--- config.mk ---
export PLATFORM = sky130hd
export DESIGN_NAME = d_sum_stage_flat
export DESIGN_NICKNAME = d
export VERILOG_FILES = /design/src/rtl/d_sum_stage_if.sv /design/src/rtl/d_sum_stage.sv /design/src/flat_wrapper.sv
export SDC_FILE = /design/constraint.sdc
export NUM_CORES = 1
export LEC_CHECK = 0
export CAP_MARGIN = 40
export CELL_PAD_IN_SITES_DETAIL_PLACEMENT = 0
export CELL_PAD_IN_SITES_GLOBAL_PLACEMENT = 1
export CORE_ASPECT_RATIO = 1.4
export CORE_MARGIN = 1.5
export CORE_UTILIZATION = 44
export CTS_CLUSTER_DIAMETER = 80
export DETAILED_ROUTE_END_ITERATION = 16
export GPL_ROUTABILITY_DRIVEN = 0
export HOLD_SLACK_MARGIN = 0.03
export PLACE_DENSITY_LB_ADDON = 0.1
export SETUP_SLACK_MARGIN = 0.02
export SYNTH_ARGS = -nofsm -noshare
export SYNTH_HDL_FRONTEND = slang
export SYNTH_SLANG_ARGS = --single-unit
--- constraint.sdc ---
create_clock -name clk -period 2.7 [get_ports clk]
set_input_delay 0.27 -clock clk [delete_from_list [all_inputs] [get_ports clk]]
set_output_delay 0.27 -clock clk [all_outputs]
set_load 0.01 [all_outputs]
--- src/rtl/d_sum_stage_if.sv ---
// Handshake bundle between the upstream item source, d_sum_stage and the packet consumer.
interface d_sum_stage_if #(
  parameter int unsigned DW = 3
);
  logic          d_valid;
  logic [DW-1:0] d_data;
  logic          d_ready;
  logic          sum_valid;
  logic [6:0]    sum_data;
  logic [DW-1:0] sum_max;
  logic          sum_ready;
  logic [3:0]    state;

  modport master (
    output d_valid, d_data, sum_ready,
    input  d_ready, sum_valid, sum_data, sum_max, state
  );

  modport slave (
    input  d_valid, d_data, sum_ready,
    output d_ready, sum_valid, sum_data, sum_max, state
  );
endinterface

--- src/rtl/d_sum_stage.sv ---
// Buffers items in a 2-entry FIFO, accumulates sum and max over N items, then presents
// the packet result until the consumer takes it.
module d_sum_stage #(
  parameter int unsigned N  = 10,
  parameter int unsigned DW = 3
) (
  input  logic          clk,
  input  logic          rst,
  d_sum_stage_if.slave  bus
);

  typedef enum logic [3:0] {
    StAccum = 4'h1,
    StEmit  = 4'h2
  } state_e;

  state_e        state_q, state_d;

  logic [DW-1:0] fifo_mem [2];
  logic          wr_ptr, rd_ptr;
  logic [1:0]    count;
  logic          push, pop;
  logic [DW-1:0] item;

  logic [6:0]    sum_q, sum_next;
  logic [DW-1:0] max_q, max_next;
  logic [3:0]    cnt_q;
  logic          last;
  logic [6:0]    sum_data_q;
  logic [DW-1:0] sum_max_q;

  // Ready depends only on registered occupancy; reset forces it low.
  assign bus.d_ready = ~rst & (count != 2'd2);
  assign push        = bus.d_valid & bus.d_ready;
  assign pop         = (state_q == StAccum) & (count != 2'd0);
  assign item        = fifo_mem[rd_ptr];

  always_ff @(posedge clk) begin
    if (push) begin
      fifo_mem[wr_ptr] <= bus.d_data;
    end
  end

  always_ff @(posedge clk or posedge rst) begin
    if (rst) begin
      wr_ptr <= 1'b0;
      rd_ptr <= 1'b0;
      count  <= 2'd0;
    end else begin
      if (push) wr_ptr <= ~wr_ptr;
      if (pop)  rd_ptr <= ~rd_ptr;
      case ({push, pop})
        2'b10:   count <= count + 2'd1;
        2'b01:   count <= count - 2'd1;
        default: count <= count;
      endcase
    end
  end

  always_comb begin
    sum_next = sum_q + 7'(item);
    max_next = (item > max_q) ? item : max_q;
    last     = pop & (cnt_q == 4'(N - 1));
  end

  always_ff @(posedge clk or posedge rst) begin
    if (rst) begin
      sum_q      <= '0;
      max_q      <= '0;
      cnt_q      <= '0;
      sum_data_q <= '0;
      sum_max_q  <= '0;
    end else if (pop) begin
      if (last) begin
        sum_data_q <= sum_next;
        sum_max_q  <= max_next;
        sum_q      <= '0;
        max_q      <= '0;
        cnt_q      <= '0;
      end else begin
        sum_q <= sum_next;
        max_q <= max_next;
        cnt_q <= cnt_q + 4'd1;
      end
    end
  end

  always_ff @(posedge clk or posedge rst) begin
    if (rst) begin
      state_q <= StAccum;
    end else begin
      state_q <= state_d;
    end
  end

  // Unknown codes fall back to accumulation on the next edge.
  always_comb begin
    state_d = StAccum;
    case (state_q)
      StAccum: state_d = last ? StEmit : StAccum;
      StEmit:  state_d = bus.sum_ready ? StAccum : StEmit;
      default: state_d = StAccum;
    endcase
  end

  always_comb begin
    bus.sum_valid = (state_q == StEmit);
    bus.sum_data  = sum_data_q;
    bus.sum_max   = sum_max_q;
    bus.state     = state_q;
  end

endmodule

--- src/flat_wrapper.sv ---
// flat-port wrapper written by rule: the top's interface ports become plain ports
module d_sum_stage_flat 
#(
  parameter int unsigned N  = 10,
  parameter int unsigned DW = 3
)
  (clk, rst, bus_d_valid, bus_d_data, bus_sum_ready, bus_d_ready, bus_sum_valid, bus_sum_data, bus_sum_max, bus_state);
  d_sum_stage_if #(.DW(DW)) bus_i ();
  input  logic clk;
  input  logic rst;
  input wire logic [$bits(bus_i.d_valid)-1:0] bus_d_valid;
  input wire logic [$bits(bus_i.d_data)-1:0] bus_d_data;
  input wire logic [$bits(bus_i.sum_ready)-1:0] bus_sum_ready;
  output wire logic [$bits(bus_i.d_ready)-1:0] bus_d_ready;
  output wire logic [$bits(bus_i.sum_valid)-1:0] bus_sum_valid;
  output wire logic [$bits(bus_i.sum_data)-1:0] bus_sum_data;
  output wire logic [$bits(bus_i.sum_max)-1:0] bus_sum_max;
  output wire logic [$bits(bus_i.state)-1:0] bus_state;
  assign bus_i.d_valid = bus_d_valid;
  assign bus_i.d_data = bus_d_data;
  assign bus_i.sum_ready = bus_sum_ready;
  assign bus_d_ready = bus_i.d_ready;
  assign bus_sum_valid = bus_i.sum_valid;
  assign bus_sum_data = bus_i.sum_data;
  assign bus_sum_max = bus_i.sum_max;
  assign bus_state = bus_i.state;
  d_sum_stage #(.N(N), .DW(DW)) u_core (.clk(clk), .rst(rst), .bus(bus_i));
endmodule
; ---- Yosys cells after proc, flatten, opt, wreduce, memory -nomap -nowiden
; Memory sizes are Yosys's and may differ from the RTL's.
; Cells that the tools add are included.
[word_totals]
ff_bits = 32
ram_bits = 6
input_bits = 7
out_inout_bits = 16
wordCells = 41
mem_count = 1
[mem_list]
columns = name, depth, word_bits, rd, rd_ports_with_merged_regs, wr, line
row1 = u_core.fifo_mem, 2, 3, 1, 0, 1, d_sum_stage.sv:19  ; logic [DW-1:0] fifo_mem [2];
[op_classes]
add_sub_neg = 4
magnitude_cmp = 1
n_eq_ne = 6
muxes = 10
n_bitwise = 7
reduce_logical = 3
[op_table]
columns = op, n
row1 = $pmux W4 S2, 1
row2 = $add A7 B3 Y7, 1
row3 = $mux W7, 1
row4 = $mux W3, 2
row5 = $add A4 B1 Y4 const B, 1
row6 = $and A1 B1 Y1, 4
row7 = $eq A4 B1 Y1 const B, 1
row8 = $eq A4 B2 Y1 const B, 1
row9 = $eq A4 B4 Y1 const B, 1
row10 = $mux W2, 2
row11 = $mux W4, 1
row12 = $pmux W2 S2, 1
row13 = $reduce_bool A2 Y1, 2
row14 = $gt A3 B3 Y1, 1
row15 = $not A1 Y1, 3
row16 = $add A2 B1 Y2 const B, 1
row17 = $eq A2 B1 Y1 const B, 1
row18 = $eq A2 B2 Y1 const B, 1
row19 = $mux W1, 2
row20 = $ne A2 B2 Y1 const B, 1
row21 = $reduce_and A2 Y1, 1
row22 = $sub A2 B1 Y2 const B, 1

; ---- Logic depth before layout (Yosys ltp)
[logic_depth]
word_depth = 5
ltp_mapped = 8
depth_no_buf = 8

; ---- Worst setup path before layout
; OpenSTA, ideal clock, no wires.
[synth_timing]
path_kind = register -> register
startpoint = reg u_core.rd_ptr
endpoint = reg u_core.sum_data_q[4] (netlist: u_core.bus.sum_data[4])
arrival_ps = 1933
setup_slack_ps = 642
stages_incl_launch_ff = 8
path_buffers = 0
synth_period_minus_slack_ps = 2058
path_cell_list = dfrtp_1 -> mux2_2 -> ha_1 -> fa_1 -> a21o_1 -> nand2_1 -> xnor2_1 -> mux2_4
[synth_via]
elab_chain_len = 2
[synth_rtl]
columns = element, line
row1 = from (decl), d_sum_stage.sv:20  ; logic wr_ptr, rd_ptr;
row2 = from (signal assigned), d_sum_stage.sv:51  ; if (pop) rd_ptr <= ~rd_ptr;
row3 = $mem_v2 Z2 W3, --
row4 = $add A7 B3 Y7, d_sum_stage.sv:61  ; sum_next = sum_q + 7'(item);
row5 = to (signal assigned), d_sum_stage.sv:75  ; sum_data_q <= sum_next;
row6 = to (decl), d_sum_stage.sv:29  ; logic [6:0] sum_data_q;
; Every way passes these cells.
; A chain may end at the register's enable or synchronous reset.

; ---- Final worst setup path
; Same ends and word-level chain as after synthesis.

==> impl_metrics.csv <==
group,metric,value,unit
route,post_drt_wl_per_cell,14.5,um
run,cap_violations,0,
clocking,htreeDepth,2,
clocking,cts_resized,0,
grt,antenna_found_initial,0,
grt,grt_pass1_vias,1215,
synthesis,synth_top_cell_by_area,"dfrtp_1",
clocking,cts_sinks,36,
clocking,cts_tree,"built",
finish,nets,191,
synthesis,synth_area_leaders,"dfrtp_1 40%, edfxtp_1 10%, ha_1 7.6%, xnor2_1 3.9%, mux2_2 3.8%",
synthesis,synth_edf_count,6,
sta,setup_viol,0,
sta,fin_worst_skew,0.00578,ns
grt,busiest_layer,"met2",
route,vias_per_cell,5.29,
floorplanning,die_w,57.0,um
synthesis,yosys.cell_count.top_type,"dfrtp_1",
synthesis,synthTopCellsByCount,"29 x dfrtp_1, 11 x ha_1, 11 x nand2_1, 10 x inv_1",
placement,hpwl,2250,um
sta,worst_pin_slew,0.523,ns
sta,hold_viol_final,0,
synthesis,synth_top_area_share,40.3,%
floorplanning,io_pins,23,
floorplanning,rows,27,
grt,met2_usage,26.9,%
placement,placed_cell_area,2020,um2
synthesis,synth-seq-area-share,51.8,%
power,powerDensity,1270,nW/um2
synthesis,syn_inst,148,
floorplanning,start_util,45.9,%
clocking,cts-root-buf,"clkbuf_8",
synthesis,syn-cell-area,1800,um2
sta,fmax,458,MHz
worst_setup_path,cp_max_fo,4,
route,drt_iter0_markers,25,
grt,gr-total-overflow,0,
route,ant_nets,0,
floorplanning,coreArea,3920,um2
clocking,cts_made_buffers,5,
finish,layout-drive-gt1-share,15.0,%
finish,stdcell_area,2130,um2
worst_setup_path,required,2.87,ns
finish,diodes,0,
synthesis,yosys_warnings,0,
synthesis,async_reset_ff_share,83.3,%
placement,port_buffers,20,
grt,grt_max_degree,31,
route,drt_first_pass_iters,4,
synthesis,synthFlopType,"dfrtp_1",
floorplanning,die_h,78.7,um
sta,fin_crit,2.18,ns
worst_setup_path,crit_arrival,2.36,ns
synthesis,ys_ff_latch,36,
worst_setup_path,crit_type,"reg -> reg",
clocking,clk_latency,0.29,ns
clocking,cts_setup_buffers,0,
synthesis,synth.distinct_cells,38,
clocking,cts_buffer_depth,2,
sta,rsz0062_at_grt,"false",
grt,grt_use_total,15.8,%
sta,fin_crit_sh,80.9,%
synthesis,avgSynthCellArea,12.2,um2
power,vdd_drop_max,0.000861,V
min_path,hold_class,"in -> async",
route,via_count,1142,
outcome,outcome,"finished, final reports clean",
route,routed_wirelength,3130,um
clocking,holdBufCountCts,0,
sta,relSlewSlack,65.0,%
grt,grt_pass1_wl,5400,um
grt,met1_usage,18.3,%
sta,drv_slew,0,
power,leakage,0.962,nW
floorplanning,dieArea,4490,um2
grt,grt.met3_usage,3.95,%
finish,area_growth,18.6,%
sta,hold_ws,0.395,ns
worst_setup_path,startpoint_type,"flop",
clocking,clk_pin_slew,0.08,ns
sta,tns,0,ns
worst_setup_path,crit_path_end_kind,"flop",
route,drc,0,
-- state kept, by name, indices dropped and copies added (netlist names) --
name and flops:
u_core.bus.state 2, u_core.sum_q 7, u_core.bus.sum_data 7, u_core.wr_ptr 1, u_core.count 2, u_core.max_q 3, u_core.bus.sum_max 3, u_core.cnt_q 4
u_core.rd_ptr 1, u_core.fifo_mem 6
-- cell families (layout without fill, tap and decap cells) --
| family | Yosys count | in the layout | synth area share (%) |
|---|---|---|---|
| flops | 36 | 36 | 51.8 |
| compound gates | 33 | 33 | 12.8 |
| other cells | 1 | 2 | 0.208 |
| mux | 11 | 11 | 7.09 |
| fa+ha+maj | 12 | 12 | 8.76 |
| xor+xnor | 11 | 11 | 5.36 |
| buf+inv | 16 | 40 | 4.87 |
| simple gates | 28 | 28 | 9.11 |
-- through the flow --
step           utilization (%)  total power, W  setup WS [ns]  instances
2_1_floorplan                -         0.00192          0.642        149
3_3_place_gp              51.6         0.00221          0.557        208
3_5_place_dp              51.6         0.00226          0.523        208
4_1_cts                   54.5         0.00275          0.502        216
5_1_grt                   54.5         0.00293          0.415        216
6_report                  54.5         0.00270          0.515        216
-- layout by cell type, fill, tap and decap left out, types with 2 or more instances in the layout --
cell type,count
a21oi_1,6
mux2_2,6
a21o_1,2
inv_1,10
edfxtp_1,6
a22o_1,5
mux2i_1,3
o21ai_1,4
xor2_1,3
dfrtp_1,29
and3_1,2
conb_1,2
nor2_1,3
ha_1,11
o21ai_0,8
xnor2_1,8
nand4_1,2
mux2_4,2
nand2_1,11
nor2_4,2
or3_1,2
clkdlybuf4s50_1,20
clkbuf_8,5
a32o_1,3
-- metal layers --
layer | part of all wire [%] | routed length (um)
met1 | 45 | 1420
met2 | 50 | 1570
met3 | 3.6 | 113
met4 | 1.2 | 39
met5 | 0 | 0
-- critical path, stage by stage (launching register included) --
cell and delay (ns):
dfrtp_1 0.43, mux2_2 0.40, ha_1 0.22, fa_1 0.40, a21o_1 0.21, nand2_1 0.08
xnor2_1 0.07, mux2_4 0.26
-- cell type report --
class                   instances  area, um2
fillers                       361       1780
clock buffers                   5       68.8
flip-flops and latches         36        932
well taps                      43       53.8
multi-input cells              97        783
inverters                      11       46.3
clock inverters                 3       42.5
repair buffers                 21        208
-- final timing paths --
path	from	cells past startpoint	slack [ns]	endpoint
setup / recovery	u_core.rd_ptr$_DFFE_PP0P_	7	0.52	u_core.bus.sum_data[4]$_DFFE_PP0P_
hold / removal	rst	3	0.39	u_core.bus.sum_data[1]$_DFFE_PP0P_
setup reg to reg	u_core.rd_ptr$_DFFE_PP0P_	7	0.52	u_core.bus.sum_data[4]$_DFFE_PP0P_
hold reg to reg	u_core.bus.sum_data[3]$_DFFE_PP0P_	2	0.48	u_core.bus.sum_data[3]$_DFFE_PP0P_
max in group asynchronous	rst	3	1.98	u_core.bus.state[0]$_DFF_PP1_
min in group clk	u_core.bus.sum_data[3]$_DFFE_PP0P_	2	0.48	u_core.bus.sum_data[3]$_DFFE_PP0P_
-- power breakdown --
group	internal, W	switching (W)
sequential	0.000766	0.000158
clock	0.000273	0.000195
combinational	0.000649	0.000663
Power figures use the tool's default switching activity.
